## config.mk

```make
export PLATFORM = sky130hd
export DESIGN_NAME = hud_display_arbiter
export DESIGN_NICKNAME = d
export VERILOG_FILES = /design/src/rtl/hud_display_arbiter.sv
export SDC_FILE = /design/constraint.sdc
export NUM_CORES = 1
export LEC_CHECK = 0
export BUFFER_PORTS_ARGS = -buffer_cell sky130_fd_sc_hd__buf_2
export CAP_MARGIN = 15
export CORE_MARGIN = 1
export CORE_UTILIZATION = 50
export CTS_BUF_LIST = sky130_fd_sc_hd__clkbuf_8
export CTS_CLUSTER_DIAMETER = 40
export CTS_CLUSTER_SIZE = 20
export DETAILED_ROUTE_END_ITERATION = 6
export PLACE_DENSITY_LB_ADDON = 0.25
export SLEW_MARGIN = 30
export SYNTH_ARGS = -nofsm -noshare
export SYNTH_HDL_FRONTEND = slang
export SYNTH_SLANG_ARGS = --single-unit
```

## constraint.sdc

```tcl
create_clock -name clk_1000hz -period 6.5 [get_ports clk_1000hz]
set_input_delay 0.325 -clock clk_1000hz [delete_from_list [all_inputs] [get_ports clk_1000hz]]
set_output_delay 0.325 -clock clk_1000hz [all_outputs]
set_load 0.005 [all_outputs]
```

## src/rtl/hud_display_arbiter.sv

```systemverilog
// Round-robin arbiter sharing the HUD digit-scan stage between score, coins, timer
// and lives; event requests take a flashing overlay for HOLD_MS display clocks.
module hud_display_arbiter #(
  parameter int unsigned HOLD_MS     = 2000,
  parameter int unsigned FLASH_HALF  = 250,
  parameter int unsigned DEFAULT_SRC = 0
) (
  input  logic        clk_1000hz,
  input  logic        rst,
  input  logic [31:0] score,
  input  logic [31:0] coins,
  input  logic [31:0] timer,
  input  logic [31:0] lives,
  input  logic [3:0]  req,
  output logic [3:0]  ack,
  output logic [31:0] value,
  output logic [1:0]  src,
  output logic        overlay,
  output logic [7:0]  blank
);

  localparam int unsigned     HW         = $clog2(HOLD_MS);
  localparam int unsigned     FW         = (FLASH_HALF > 2) ? $clog2(FLASH_HALF) : 1;
  localparam logic [HW-1:0]   HOLD_LOAD  = HW'(HOLD_MS - 1);
  localparam logic [FW-1:0]   FLASH_LOAD = FW'((FLASH_HALF == 0) ? 0 : FLASH_HALF - 1);
  localparam logic [1:0]      DEF        = 2'(DEFAULT_SRC);
  localparam logic [31:0]     SAT_MAX    = 32'd99_999_999;

  typedef enum logic {S_IDLE, S_HOLD} state_t;

  state_t          r_state;
  logic [3:0]      r_pend;
  logic [1:0]      r_last;
  logic [1:0]      r_cur;
  logic [HW-1:0]   r_hold;
  logic [FW-1:0]   r_fcnt;
  logic            r_phase;

  state_t          w_state_n;
  logic [3:0]      w_pend_n;
  logic [1:0]      w_last_n;
  logic [1:0]      w_cur_n;
  logic [3:0]      w_ack_n;
  logic [HW-1:0]   w_hold_n;
  logic [FW-1:0]   w_fcnt_n;
  logic            w_phase_n;
  logic            w_grant;
  logic [2:0]      w_pick;
  logic [3:0]      w_cur_hot;
  logic [3:0]      w_win_hot;
  logic [1:0]      w_src_n;
  logic [31:0]     w_sel;
  logic [31:0]     w_val_n;
  logic [7:0]      w_blank_n;

  // {valid, index} of the first set bit searching last+1, last+2, ... mod 4
  function automatic logic [2:0] rr_pick(input logic [3:0] p, input logic [1:0] last);
    logic [1:0] idx;
    rr_pick = '0;
    for (int unsigned k = 4; k >= 1; k--) begin
      idx = last + 2'(k);
      if (p[idx]) rr_pick = {1'b1, idx};
    end
  endfunction

  function automatic logic [7:0] lz_mask(input logic [31:0] v);
    logic [31:0] pw;
    lz_mask = '0;
    pw      = 32'd1;
    for (int unsigned i = 1; i < 8; i++) begin
      pw         = pw * 32'd10;
      lz_mask[i] = (v < pw);
    end
  endfunction

  always_comb begin
    w_pick    = rr_pick(r_pend | req, r_last);
    w_cur_hot = 4'b0001 << r_cur;
    w_win_hot = 4'b0001 << w_pick[1:0];
  end

  always_comb begin
    w_state_n = r_state;
    w_pend_n  = r_pend | req;
    w_last_n  = r_last;
    w_cur_n   = r_cur;
    w_ack_n   = '0;
    w_hold_n  = r_hold;
    w_fcnt_n  = r_fcnt;
    w_phase_n = r_phase;
    w_grant   = 1'b0;
    case (r_state)
      S_IDLE: w_grant = w_pick[2];
      default: begin
        if ((req & w_cur_hot) != '0) begin
          // retrigger of the held source: restart timing, never pended
          w_pend_n = r_pend | (req & ~w_cur_hot);
          w_ack_n  = w_cur_hot;
          w_hold_n = HOLD_LOAD;
          w_fcnt_n = FLASH_LOAD;
        end else if (r_hold == '0) begin
          if (w_pick[2]) begin
            w_grant = 1'b1;
          end else begin
            w_state_n = S_IDLE;
            w_phase_n = 1'b0;
            w_fcnt_n  = '0;
          end
        end else begin
          w_hold_n = r_hold - 1'b1;
          if (FLASH_HALF != 0) begin
            if (r_fcnt == '0) begin
              w_phase_n = ~r_phase;
              w_fcnt_n  = FLASH_LOAD;
            end else begin
              w_fcnt_n = r_fcnt - 1'b1;
            end
          end
        end
      end
    endcase
    if (w_grant) begin
      w_state_n = S_HOLD;
      w_cur_n   = w_pick[1:0];
      w_last_n  = w_pick[1:0];
      w_ack_n   = w_win_hot;
      w_pend_n  = (r_pend | req) & ~w_win_hot;
      w_hold_n  = HOLD_LOAD;
      w_fcnt_n  = FLASH_LOAD;
      w_phase_n = 1'b0;
    end
  end

  // value and blank follow the next-state source so they land with src
  always_comb begin
    w_src_n = (w_state_n == S_HOLD) ? w_cur_n : DEF;
    case (w_src_n)
      2'd0:    w_sel = score;
      2'd1:    w_sel = coins;
      2'd2:    w_sel = timer;
      default: w_sel = lives;
    endcase
    w_val_n   = (w_sel > SAT_MAX) ? SAT_MAX : w_sel;
    w_blank_n = ((w_state_n == S_HOLD) && w_phase_n) ? 8'hFF : lz_mask(w_val_n);
  end

  always_ff @(posedge clk_1000hz or posedge rst) begin
    if (rst) begin
      r_state <= S_IDLE;
      r_pend  <= '0;
      r_last  <= 2'd3;
      r_cur   <= DEF;
      r_hold  <= '0;
      r_fcnt  <= '0;
      r_phase <= 1'b0;
      ack     <= '0;
      value   <= '0;
      src     <= DEF;
      overlay <= 1'b0;
      blank   <= 8'hFE;
    end else begin
      r_state <= w_state_n;
      r_pend  <= w_pend_n;
      r_last  <= w_last_n;
      r_cur   <= w_cur_n;
      r_hold  <= w_hold_n;
      r_fcnt  <= w_fcnt_n;
      r_phase <= w_phase_n;
      ack     <= w_ack_n;
      value   <= w_val_n;
      src     <= w_src_n;
      overlay <= (w_state_n == S_HOLD);
      blank   <= w_blank_n;
    end
  end

endmodule

```

==> parameters.txt <==
Parameter                              Value

Floorplanning
  Total die area    ~10000 sq um
  Boundary Pins    about 180
  Width of the chip    just over 100 um
  Number of placement rows    35
  Height of the die    101 um
  Initial core utilization    between 50% and 60%
  Placeable core region    around 9400 sq um

Logic synthesis
  Top_reg_cell synth    dfrtp_1
  Share of the synthesized area in compound gates (AO/OA/AOI/OAI)    roughly 34%
  Share of synthesized area occupied by flip-flops and latches    about 39%
  Mapped cell area    between 4000 and 5000 sq um
  Combinational family with the most area after synthesis    compound AO/OA/AOI/OAI gates
  Number of standard cells after synthesis    ~530
  Post-synthesis cell type count    between 70 and 80
  Post-synth EDFFs    0
  Synth Area in XOR/XNOR    0.895%
  Synthesized flop and latch total    between 70 and 80
  List of most frequent post-synthesis cells    a21oi_1, dfrtp_1, nand2_1, nor2_1, o21ai_0
  Synthesized area per cell    9.27 sq um
  Most frequently used cell type in the post-synthesis netlist    a21oi_1
  Post-synthesis share of cell area spent on full adders, half adders and majority gates    under 10%
  Synthesized-area fraction occupied by and/or/nand/nor cells    18.8%
  Post-synthesis cell type with the largest combined area    dfrtp_1
  Async set-reset flop share out of synthesis    100%
  Fraction of synthesized cell area taken by the top area cell type    roughly a third
  Mux share of post-synthesis cell area    less than 1%
  Yosys synthesis warning count    0
  Synth area leaders    dfrtp_1, a21oi_1, dfstp_2, o211ai_1, o22a_1

Job
  Number of violations of the max-capacitance limit    0

Clock network
  Clock tree root buffer cell    clkbuf_8
  Post-CTS clock slew at the launch and capture registers of the worst setup and hold paths    about 90 ps
  CTS tree    built
  Clk Latency, worst-skew pair    about 360 ps
  Post-CTS setup buffers    0
  Buffer depth of the longest clock path    2
  Resized cells post-CTS    0
  # hold bufs at CTS    0
  Total clock buffers created by CTS    9
  Number of sinks handled by clock tree synthesis    75
  Total number of H-tree levels    3

Timing
  Post-route setup TNS    0 ps
  Total count of hold-check failures in the final report    0
  Worst rel slew slack    around 38%
  Crit path time final    5000 ps
  Max-slew violations    0
  Final setup violating endpoints    0
  Final hold slack    around 130 ps
  Period Utilization, post-route    about three quarters
  Setup repair after global routing missed its margin    no
  Worst slew pin tran    between 900 and 1000 ps
  Max frequency    0.200 GHz
  Clock Skew    about 17 ps

Layout
  Area added between synthesis and finish    22.4%
  Fraction of final layout cells sized beyond drive strength 1    a little over a third
  Utilization after layout    a little under two thirds
  # nets final    between 800 and 900
  N_diodes    0

Critical path
  Critical path class    register to register
  Cells traversed along the worst timing path    mux4_2 -> o41ai_4 -> o211ai_2 -> buf_4 -> and2_1 -> o221a_4 -> a2111oi_4 -> o2111ai_2 -> a41oi_4 -> o211ai_1
  Worst setup EP type    register
  Type of element launching the critical path    register
  Slowest stage cell on the critical path    mux4_2
  Critical path data required time    6690 ps
  CP arrival    around 5200 ps
  CP max FO    25
  CP max stage delay    between 700 and 800 ps

Power and ir drop
  Cell area power density    198 nW/um^2
  Leak    between 2 and 3 nW
  VDD IR-drop max    roughly 0.000089 V

Drt
  Average via count per standard cell    around 6.4
  First-pass iteration count of the detailed router    7
  Final ANT Viol Nets    0
  Wire length after detailed routing    roughly 17000 um
  Routed len/inst    between 15 and 20 um
  Iteration-0 DRC count of the detailed router    roughly 590
  DR DRC count    0
  Routed via count    between 5k and 6k

Hold path
  Hold/Removal Path Class    primary input to asynchronous set/reset pin

Global routing
  First-pass GRT wire length    25400 um
  Antenna violations before repair    0
  Final global-route overflow total    0
  Maximum number of pins on one net before global-route repair    76
  Number of global-route vias before repair    4784
  Global-route usage over all layers    approximately a third

Placed design
  Final estimated routing congestion in global placement    between 0.9 and 1
  Port Buf Inserts    180
  Half-perimeter wire length after detailed placement    about 13000 um

Outcome
  Result of the run    completed
[path summary, 6_finish.rpt]
path                                  startpoint                     to  slack, ps  cells past startpoint
max                           r_cur[0]$_DFF_PP0_     value[2]$_DFF_PP0_       1500                     10
min reg2reg                r_hold[0]$_DFFE_PP0P_  r_hold[0]$_DFFE_PP0P_        500                      1
min in group clk_1000hz                lives[30]    value[26]$_DFF_PP0_        270                      3
max reg2reg                   r_cur[0]$_DFF_PP0_     value[2]$_DFF_PP0_       1500                     10
max in group asynchronous                    rst  r_hold[5]$_DFFE_PP0P_       5910                      3
min                                          rst    value[31]$_DFF_PP0_        130                      3
[cell usage in the layout (no fill, tap or decap), types with 5 or more instances in the layout]
cell	Yosys	layout
buf_2	6	180
a21oi_1	83	83
dfrtp_1	66	66
nand2_1	30	30
nor2_1	30	30
o21ai_0	22	22
o211ai_1	20	20
o22a_1	16	16
or4_1	15	15
inv_1	16	15
nor4_1	14	14
nor3_1	11	11
o22ai_1	10	10
a21o_1	10	10
nand3_1	9	9
dfstp_2	9	9
clkbuf_8	0	9
or2_2	8	8
or3_1	8	8
and2_1	8	8
o211a_1	7	7
a31oi_1	6	6
and3_1	5	5
o21a_1	5	5
nand4_1	5	5
a2111oi_0	6	5
conb_1	1	5
[per-stage QoR]
| step | instances | area [sq um] | power [mW] | setup WS (ps) |
|---|---|---|---|---|
| CTS | 830 | 5980 | 1.18 | 1550 |
| global placement | 812 | 5780 | 0.844 | 1420 |
| finish | 830 | 5990 | 1.19 | 1500 |
| global route | 830 | 5990 | 1.25 | 1170 |
| floorplan | 532 | 4910 | 0.735 | 2760 |
| detailed placement | 814 | 5800 | 0.846 | 1570 |
[worst max-delay path: cells and delay by family (launching register included)]
family / cells / cell delay [ps]
AOI/OAI and AO/OA: 7 / 2860
muxes: 1 / 710
DFF: 1 / 570
and+or+nand+nor: 1 / 380
buffers and inverters: 1 / 290
[registers in the layout, indices dropped and copies added (netlist names), 4 cells and up]
register,cells
ack,4
blank,8
r_fcnt,8
r_hold,11
r_pend,4
value,32
[area by class of cell]
class | count | area (sq um)
fillers | 851 | 3380
multi-input cells | 408 | 2750
flip-flops and latches | 75 | 1890
repair buffers | 186 | 953
well taps | 129 | 161
clock buffers | 9 | 124
inverters | 16 | 60.1
clock inverters | 7 | 57.6
[layer usage]
layer / up-vias / track usage [%] / part of all wire, %
li1: 2378 / - / -
met1: 2511 / 47.3 / 42
met2: 357 / 50.8 / 46
met3: 42 / 5.27 / 9.5
met4: 0 / 12.5 / 3.0
met5: - / 0 / 0
[power by group]
part	switching [mW]	internal [mW]
Clock	0.196	0.145
Sequential	0.0188	0.487
Combinational	0.213	0.130
[cells by family after synthesis]
family / after synthesis
flip-flops: 75
XOR/XNOR: 5
multiplexers: 1
adder cells (fa/ha/maj): 4
other: 1
buffers and inverters: 49
AND/OR/NAND/NOR: 161
AO/OA/AOI/OAI: 232
(Power assumes the default switching activity.)
